===== config.mk =====
export PLATFORM = sky130hd
export DESIGN_NAME = sync_fifo1
export DESIGN_NICKNAME = d
export VERILOG_FILES = /design/src/rtl/sync_fifo1.sv
export SDC_FILE = /design/constraint.sdc
export NUM_CORES = 1
export LEC_CHECK = 0
export ABC_AREA = 1
export BUFFER_PORTS_ARGS = -buffer_cell sky130_fd_sc_hd__buf_2
export CAP_MARGIN = 5
export CORE_ASPECT_RATIO = 1.1
export CORE_MARGIN = 4
export CORE_UTILIZATION = 38
export DETAILED_ROUTE_END_ITERATION = 16
export GPL_ROUTABILITY_DRIVEN = 0
export REMOVE_ABC_BUFFERS = 1
export SYNTH_ARGS = -nofsm -noshare
export SYNTH_HDL_FRONTEND = slang
export SYNTH_SLANG_ARGS = --single-unit
export TNS_END_PERCENT = 20

===== constraint.sdc =====
create_clock -name clk -period 4.5 [get_ports clk]
set_clock_uncertainty 0.05 [all_clocks]
set_input_delay 0.675 -clock clk [delete_from_list [all_inputs] [get_ports clk]]
set_output_delay 0.675 -clock clk [all_outputs]
set_load 0.05 [all_outputs]

===== src/rtl/sync_fifo1.sv =====
// sync_fifo1: single-clock FIFO with occupancy count, almost-full/almost-empty
// thresholds, sticky overflow/underflow flags and an optional
// first-word-fall-through output stage. All outputs are registered.
module sync_fifo1 #(
    parameter int DSIZE  = 8,
    parameter int ASIZE  = 4,
    parameter int AFULL  = (1 << ASIZE) - 2,
    parameter int AEMPTY = 1,
    parameter int FWFT   = 0
) (
    input  logic             clk,
    input  logic             rst,
    input  logic             winc,
    input  logic [DSIZE-1:0] wdata,
    input  logic             rinc,
    output logic [DSIZE-1:0] rdata,
    output logic             wfull,
    output logic             rempty,
    output logic             almost_full,
    output logic             almost_empty,
    output logic [ASIZE:0]   count,
    output logic             overflow,
    output logic             underflow
);

    localparam int DEPTH = 1 << ASIZE;
    localparam logic [ASIZE:0] DEPTH_C  = (ASIZE+1)'(DEPTH);
    localparam logic [ASIZE:0] AFULL_C  = (ASIZE+1)'(AFULL);
    localparam logic [ASIZE:0] AEMPTY_C = (ASIZE+1)'(AEMPTY);

    logic [DSIZE-1:0] mem [DEPTH];
    logic [ASIZE:0]   wptr, rptr, count_next;
    logic [ASIZE-1:0] waddr, raddr;
    logic             wr_acc, rd_acc;
    logic             mem_we, mem_re, byp;

    // Acceptance is judged on registered flags only, so no input reaches an
    // output combinationally.
    assign wr_acc     = winc & ~wfull;
    assign rd_acc     = rinc & ~rempty;
    assign waddr      = wptr[ASIZE-1:0];
    assign raddr      = rptr[ASIZE-1:0];
    assign count_next = count + (ASIZE+1)'(wr_acc) - (ASIZE+1)'(rd_acc);

    generate
        if (FWFT != 0) begin : g_fwft
            // The output stage is valid exactly when count is non-zero, so
            // rempty doubles as "stage empty". Memory holds the words behind it.
            // When the stage frees up it refills from memory, or straight from
            // wdata if memory has nothing queued.
            logic mem_empty, stage_free;
            always_comb begin
                mem_empty  = (wptr == rptr);
                stage_free = rempty | rd_acc;
                mem_re     = stage_free & ~mem_empty;
                byp        = stage_free & mem_empty & wr_acc;
                mem_we     = wr_acc & ~byp;
            end
        end else begin : g_std
            // Standard mode: every accepted word goes through memory and a
            // read loads the output register one edge later.
            always_comb begin
                mem_re = rd_acc;
                mem_we = wr_acc;
                byp    = 1'b0;
            end
        end
    endgenerate

    // Storage array; contents are don't-care after reset, so it has no reset.
    always_ff @(posedge clk) begin
        if (!rst && mem_we)
            mem[waddr] <= wdata;
    end

    // Pointers, count, threshold flags and sticky errors update together.
    always_ff @(posedge clk) begin
        if (rst) begin
            wptr         <= '0;
            rptr         <= '0;
            count        <= '0;
            wfull        <= 1'b0;
            rempty       <= 1'b1;
            almost_full  <= 1'b0;
            almost_empty <= 1'b1;
            overflow     <= 1'b0;
            underflow    <= 1'b0;
        end else begin
            if (mem_we) wptr <= wptr + 1'b1;
            if (mem_re) rptr <= rptr + 1'b1;
            count        <= count_next;
            wfull        <= (count_next == DEPTH_C);
            rempty       <= (count_next == '0);
            almost_full  <= (count_next >= AFULL_C);
            almost_empty <= (count_next <= AEMPTY_C);
            if (winc && wfull)  overflow  <= 1'b1;
            if (rinc && rempty) underflow <= 1'b1;
        end
    end

    // Output data register: loaded from memory on a read/refill, or from
    // wdata on an FWFT bypass; otherwise it holds.
    always_ff @(posedge clk) begin
        if (rst)
            rdata <= '0;
        else if (mem_re)
            rdata <= mem[raddr];
        else if (byp)
            rdata <= wdata;
    end

endmodule


==> results of run 1 <==
[layout make-up]
cell class	instances	area share
multi-input combinational	412	0.244
tap	229	0.0390
clock buffer	22	0.0604
timing repair buffer	31	0.0215
inverter	48	0.0245
sequential	155	0.597
clock inverter	10	0.0136
[logic make-up after synthesis]
| logic type | after synthesis | synth area share |
|---|---|---|
| AOI/OAI and AO/OA | 14 | 0.0108 |
| xor gates and xnor gates | 3 | 0.00403 |
| adders and majority gates | 11 | 0.0223 |
| buffers and inverters | 74 | 0.0515 |
| DFF | 155 | 0.673 |
| and+or+nand+nor | 384 | 0.239 |
[per-stage QoR]
step	power [mW]	setup slack, ns	hold WS [ns]
floorplan	2.34	1.73	0.455
global placement	2.55	1.69	0.398
detailed placement	2.57	1.60	0.405
CTS	3.91	1.98	0.422
global route	4.08	1.84	0.444
finish	3.89	1.99	0.418
[worst reg2reg max path, stage by stage (launching register included)]
cell     delay, ns
dfxtp_1       0.31
or2_1         0.29
inv_2         0.28
ha_1          0.18
inv_1         0.05
ha_1          0.21
fa_1          0.43
xor2_1        0.20
inv_1         0.07
nor2_1        0.14
nand2_1       0.08
o21ai_1       0.13
[worst max path at each step]
stage	startpoint	to	slack [ns]
floorplan	rptr[0]$_SDFFE_PP0P_	rdata[0]$_SDFFE_PP0P_	1.73
global placement	rinc	almost_full$_SDFF_PP0_	1.69
detailed placement	rinc	almost_full$_SDFF_PP0_	1.60
CTS	rinc	almost_full$_SDFF_PP0_	1.98
global route	rinc	wfull$_SDFF_PP0_	1.84
finish	rinc	almost_full$_SDFF_PP0_	1.99
[state kept, by name, indices dropped and copies added (netlist names)]
| register | cells |
|---|---|
| count | 5 |
| underflow | 1 |
| rdata | 8 |
| almost_full | 1 |
| wptr | 4 |
| overflow | 1 |
| mem | 128 |
| rptr | 4 |
| rempty | 1 |
| wfull | 1 |
| almost_empty | 1 |
[cells in the final DEF, fill, tap and decap left out, types with 3 or more instances in the layout]
cell       count
nand2_1      263
edfxtp_1     128
nand3_1       67
nor2_1        43
inv_1         39
buf_2         30
dfxtp_1       26
clkbuf_16     17
a21oi_1       10
ha_1          10
inv_2          9
clkbuf_1       5
clkinv_2       5
o21ai_1        4
nor3_1         3
[per-layer routing]
metal / routed length, um / GRT usage / up-vias
met5: 0 / 0 / -
li1: - / - / 2151
met4: 208 / 0.0551 / 0
met3: 543 / 0.0325 / 15
met1: 6660 / 0.204 / 2064
met2: 7340 / 0.266 / 93
[where the power goes]
part           internal (mW)  switching [mW]  total (mW)
Sequential              1.63          0.0539        1.69
Clock                  0.806           0.536        1.34
Combinational          0.235           0.624       0.859
Total                   2.68            1.21        3.89
==> flow_summary.ini, run 1 <==
[run_status]
status = finished, final reports clean

[timing]
rsz0062_at_grt = false
hold_viol_final = 0
worst_pin_slew_ns = 1.23
max_freq_mhz = 398
setup_viol = 0
tns_ns = 0
final-max-slew-violation-count = 0
period_needed_ns = 2.51
relSlewSlack = 0.182
min_period_over_period = 0.559

[worst_hold_path]
whs_path_depth = 2
hp-start = overflow$_SDFFE_PP0P_
hold_path_end = overflow$_SDFFE_PP0P_
min-delay-path-class = register to register

[critical_path]
ff2ff_setup_slack_ns = 2.02
worst-path-stages = 13
cp_num_buf_inv = 5
crit_required_ns = 4.80
path_max_fanout = 20
r2r-start = rempty$_SDFF_PP1_
crit_chain = buf_2, inv_1, or2_1, inv_2, ha_1, inv_1, ha_1, fa_1, xor2_1, inv_1, nor2_1, nand2_1, o21ai_1
arrival_ns = 2.82
cp-end-kind = register
path_delay_family = adder cells
crit_path_frequent_cell = inv_1
crit_slowest_cell = fa_1
r2r.worst_path.cells = 11
path_class = input pin to register
start_kind = input pin
max_stage_delay_ns = 0.43
reg2reg_to = almost_full$_SDFF_PP0_

[detailed_routing]
final_antenna_net_count = 0
drt_pass1_iterations = 5
routedWlPerCell_um = 16.3
viasPerCell = 4.77
vias = 4323
drt_iter0_markers = 372
wl_mm = 14.8
drc = 0

[clock_tree]
cts-resized-gates = 0
clkLatencyLatePin_ns = 0.42
clock_path_buffers = 2
cts_sinks = 155
cts_buffers = 17
clkTransAtPathRegs_ns = 0.06
holdBufCountCts = 0
post_cts_buffers = 0
cts_tree = yes
htreeDepth = 4
clockRootBuffer = clkbuf_16

[synthesis]
yosysTopAreaCell = edfxtp_1
synth_common_cells = nand2_1 (263), edfxtp_1 (128), nand3_1 (67)
async_reset_ff_frac = 0
ys_seq_area_frac = 0.673
syn-cell-area_um2 = 6510
synth_edf_count = 128
ys_ff_latch = 155
netlist_instances = 641
yosys_warnings = 0
syn_area_per_cell_um2 = 10.2
synth_ff_type = edfxtp_1
synth_top_area_frac = 0.590
synth.most_common_cell = nand2_1
synth_area_leaders = edfxtp_1 (59%), nand2_1 (15%), dfxtp_1 (8.3%), nand3_1 (5.1%), nor2_1 (2.5%)
synth.distinct_cells = 24

[global_route]
grt_usage = 0.158
grt_pass1_vias = 4237
antenna_found_initial = 0
grt_pass1_wl_mm = 23.3
overflow = 0
grt_max_degree = 67

[die]
die_w_um = 133
die_h_um = 145
ios = 31
die_area_um2 = 19300
num_rows = 49
core_area_um2 = 16600
initial_core_util = 0.392

[layout]
syn2layout_area_growth_pct = 12.8
final_cells = 907
regArea_um2 = 4390
final_nets = 688
fin_util = 0.442
multi_input_area_um2 = 1800
final_area_um2 = 7350
drive_gt1_frac = 0.100
antenna_cells = 0
fillers = 1550

[placement]
dp_hpwl_mm = 8.90
postPlaceCellArea_um2 = 6810
dp_cells = 875
portBuffers = 30

[power]
power.density_nw_per_um2 = 529
p_leak_nw = 2.96
ir_drop_mv = 0.291

[flow_run]
drv_cap = 0
No activity file was read; power rests on OpenSTA's default activity.
==> inputs of run 2 (changes only) <==
clock period = 2.1 ns   (was 4.5 ns; I/O delays follow)
==> flow_summary.ini, run 2 (synthesized netlist as in run 1, its figures left out) <==
[die]
ios = 31
num_rows = 49
die_h_um = 145
core_area_um2 = 16600
initial_core_util = 0.392
die_area_um2 = 19300
die_w_um = 133

[placement]
postPlaceCellArea_um2 = 7020
dp_cells = 904
dp_hpwl_mm = 9.73
portBuffers = 30

[timing]
relSlewSlack = 0.632
rsz0062_at_grt = true
min_period_over_period = 0.966
max_freq_mhz = 493
final-max-slew-violation-count = 0
worst_pin_slew_ns = 0.552
period_needed_ns = 2.03
holdWs_ns = 0.0798
setup_viol = 0
hold_viol_final = 0

[power]
power.total_mw = 8.56
power.density_nw_per_um2 = 1120
ir_drop_mv = 0.601
p_leak_nw = 3.15

[flow_run]
drv_cap = 0

[critical_path]
crit_required_ns = 2.41
start_kind = register
path_max_fanout = 3
cp-end-kind = register
arrival_ns = 2.34
path_class = register to register

[detailed_routing]
viasPerCell = 4.78
drt_pass1_iterations = 5
wl_mm = 15.3
vias = 4506
drt_iter0_markers = 480
final_antenna_net_count = 0
drc = 0
routedWlPerCell_um = 16.2

[layout]
layout_common_cells = nand2_1 (263), edfxtp_1 (128), nand3_1 (66)
antenna_cells = 0
final_nets = 724
final_area_um2 = 7670
syn2layout_area_growth_pct = 17.8
final_cells = 942
top_regs = mem (128), rdata (8), count (5)
drive_gt1_frac = 0.160
largest_reg_flops = 128
final_common_cell = nand2_1
top_register = mem

[clock_tree]
cts_buffers = 17
clkTransAtPathRegs_ns = 0.06
cts_sinks = 155
cts_tree = yes
clockRootBuffer = clkbuf_16
holdBufCountCts = 0
htreeDepth = 4
clock_path_buffers = 2
clkLatencyLatePin_ns = 0.43

[global_route]
overflow = 0
grt_pass1_vias = 4556
grt_pass1_wl_mm = 24.6
grt_max_degree = 49
grt_usage = 0.165
antenna_found_initial = 0

[run_status]
status = finished, final reports clean

[worst_hold_path]
min-delay-path-class = input pin to register
-- run 2: cell types whose count changed in the layout (fill, tap and decap cells not counted), moves of 2 or more --
cell,change
ha_4,+2
dfxtp_1,-2
ha_1,-2
clkbuf_1,-2
buf_4,+36
-- run 2: power breakdown --
part | leakage, nW | switching, mW | total, mW | internal [mW]
Sequential | 1.38 | 0.0962 | 3.60 | 3.51
Clock | 0.266 | 1.13 | 2.84 | 1.71
Combinational | 1.51 | 1.45 | 2.12 | 0.667
-- run 2: per-stage QoR --
| step | setup TNS (ns) | worst slack [ns] | util |
|---|---|---|---|
| 2_1_floorplan | -8.69 | -0.669 | - |
| 3_3_place_gp | -0.243 | -0.0880 | 0.423 |
| 3_5_place_dp | -0.611 | -0.193 | 0.423 |
| 4_1_cts | 0 | 0.00461 | 0.456 |
| 5_1_grt | -0.0768 | -0.0274 | 0.462 |
| 6_report | 0 | 0.0715 | 0.462 |
-- run 2: area by class of cell --
cell class	count	area, um2
Multi-Input combinational cell	412	1850
Clock inverter	11	104
Sequential cell	155	4390
Clock buffer	20	437
Inverter	48	180
Timing Repair Buffer	67	428
Tap cell	229	287
Fill cell	1544	8940
-- run 2: worst paths after layout --
path / end / cells after the start / slack [ns] / start
worst max-delay path: wfull$_SDFF_PP0_ / 10 / 0.07 / rempty$_SDFF_PP1_
worst min-delay path: overflow$_SDFFE_PP0P_ / 3 / 0.08 / winc
worst max register to register: wfull$_SDFF_PP0_ / 10 / 0.07 / rempty$_SDFF_PP1_
worst min register to register: overflow$_SDFFE_PP0P_ / 2 / 0.42 / overflow$_SDFFE_PP0P_
-- run 2: per-layer routing --
| metal | wire (um) | up-vias | global-route usage |
|---|---|---|---|
| met5 | 0 | - | 0 |
| met4 | 335 | 0 | 0.0660 |
| met3 | 711 | 24 | 0.0360 |
| met2 | 7420 | 102 | 0.268 |
| met1 | 6800 | 2163 | 0.217 |
| li1 | - | 2217 | - |
-- run 2: repair_timing --
action	CTS	global route
hold endpoints to repair	0	0
resized for setup	2	11
setup buffers	0	7
pin swaps	1	6
setup endpoints to repair	4	5
-- run 2: critical path, stage by stage (launching register included) --
cell	delay [ns]
dfxtp_2	0.32
or2_1	0.12
inv_2	0.06
ha_4	0.27
inv_2	0.04
ha_4	0.16
fa_2	0.39
xor2_2	0.17
nor2_1	0.17
nand3_1	0.11
nor2_1	0.11
==> inputs of run 3 (changes only) <==
SETUP_SLACK_MARGIN = 0.1   (was default)
==> flow_summary.ini, run 3 (synthesized netlist as in run 1, its figures left out) <==
[run_status]
status = finished, final reports clean

[die]
die_h_um = 145
initial_core_util = 0.392
num_rows = 49
ios = 31
core_area_um2 = 16600
die_area_um2 = 19300
die_w_um = 133

[critical_path]
crit_required_ns = 2.40
cp-end-kind = register
r2r.worst_path.cells = 11
startpoint = rempty$_SDFF_PP1_
max_stage_delay_ns = 0.37
path_max_fanout = 3
r2r-start = rempty$_SDFF_PP1_
arrival_ns = 2.33
crit_slowest_cell = fa_2
path_class = register to register
crit_chain = or2_4, inv_2, ha_4, inv_2, ha_4, fa_2, xor2_2, buf_4, nor2_4, nand3_1, nor2_1
start_kind = register

[power]
power.total_mw = 8.66
p_leak_nw = 3.15
ir_drop_mv = 0.592
power.density_nw_per_um2 = 1130

[detailed_routing]
drc = 0
viasPerCell = 4.79
final_antenna_net_count = 0
wl_mm = 15.3
routedWlPerCell_um = 16.3
vias = 4500
drt_pass1_iterations = 5
drt_iter0_markers = 481

[timing]
fin_ws_ns = 0.0712
setup_viol = 0
final-max-slew-violation-count = 0
max_freq_mhz = 493
hold_viol_final = 0
worst_pin_slew_ns = 0.547
rsz0062_at_grt = true
period_needed_ns = 2.03
holdWs_ns = 0.0836
min_period_over_period = 0.966
relSlewSlack = 0.635

[global_route]
grt_pass1_vias = 4582
overflow = 0
grt_max_degree = 49
grt_pass1_wl_mm = 24.7
antenna_found_initial = 0
grt_usage = 0.166

[worst_hold_path]
min-delay-path-class = input pin to register
whs_path_depth = 3
hp-start = winc

[clock_tree]
clkTransAtPathRegs_ns = 0.06
clkLatencyLatePin_ns = 0.42
clockRootBuffer = clkbuf_16
cts_tree = yes
cts_buffers = 17
clock_path_buffers = 2
htreeDepth = 4
cts_sinks = 155
holdBufCountCts = 0

[layout]
antenna_cells = 0
final_common_cell = nand2_1
layout_common_cells = nand2_1 (263), edfxtp_1 (128), nand3_1 (67)
final_nets = 722
top_regs = mem (128), rdata (8), count (5)
syn2layout_area_growth_pct = 17.7
drive_gt1_frac = 0.160
fillers = 1546
final_cells = 940
largest_reg_flops = 128
top_register = mem

[placement]
portBuffers = 30
dp_slack_ns = -0.193
dp_hpwl_mm = 9.73
dp_cells = 904

[flow_run]
drv_cap = 0
==> run 3: power by group <==
part | total (mW) | leakage (nW) | internal, mW | switching [mW]
combinational | 2.22 | 1.51 | 0.719 | 1.50
sequential | 3.60 | 1.38 | 3.50 | 0.0970
clock | 2.84 | 0.266 | 1.71 | 1.12
total | 8.66 | 3.15 | 5.94 | 2.72
==> run 3: stage by stage <==
stage	setup TNS, ns	util	instance area [um2]
final	0	0.461	7670
after global routing	0	0.461	7670
after CTS	0	0.460	7640
after detailed placement	-0.611	0.423	7020
after global placement	-0.243	0.423	7020
after floorplan	-8.69	-	6360
==> run 3: cell type report <==
class	count	area, um2	area share
well taps	229	287	0.0374
multi-input cells	412	1860	0.242
clock buffers	20	437	0.0570
repair buffers	65	413	0.0539
inverters	48	180	0.0235
clock inverters	11	104	0.0135
flip-flops and latches	155	4390	0.572
==> run 3: timing repair <==
| action | in CTS | in global routing |
|---|---|---|
| endpoints found under the setup margin | 6 | 6 |
| pin swaps | 7 | 2 |
| setup buffers | 4 | 1 |
| cloned | 0 | 0 |
| gates resized for setup | 11 | 4 |
==> run 3: final timing paths <==
path	to	slack, ns
worst min-delay path	overflow$_SDFFE_PP0P_	0.08
worst min register to register	overflow$_SDFFE_PP0P_	0.42
worst max register to register	wfull$_SDFF_PP0_	0.07
worst max-delay path	wfull$_SDFF_PP0_	0.07
==> run 3: critical path: cells and delay by family (launching register included) <==
kind / cells / cell delay (ns)
adder cells (fa/ha/maj): 3 / 0.66
AND/OR/NAND/NOR: 4 / 0.51
flip-flops: 1 / 0.31
buffers and inverters: 3 / 0.27
XOR/XNOR: 1 / 0.16
==> run 3: routing by layer <==
metal | up-vias | share of wire | GRT usage
met3 | 23 | 0.048 | 0.0360
met1 | 2155 | 0.44 | 0.218
met4 | 0 | 0.020 | 0.0660
met5 | - | 0 | 0
met2 | 110 | 0.49 | 0.270
li1 | 2212 | - | -
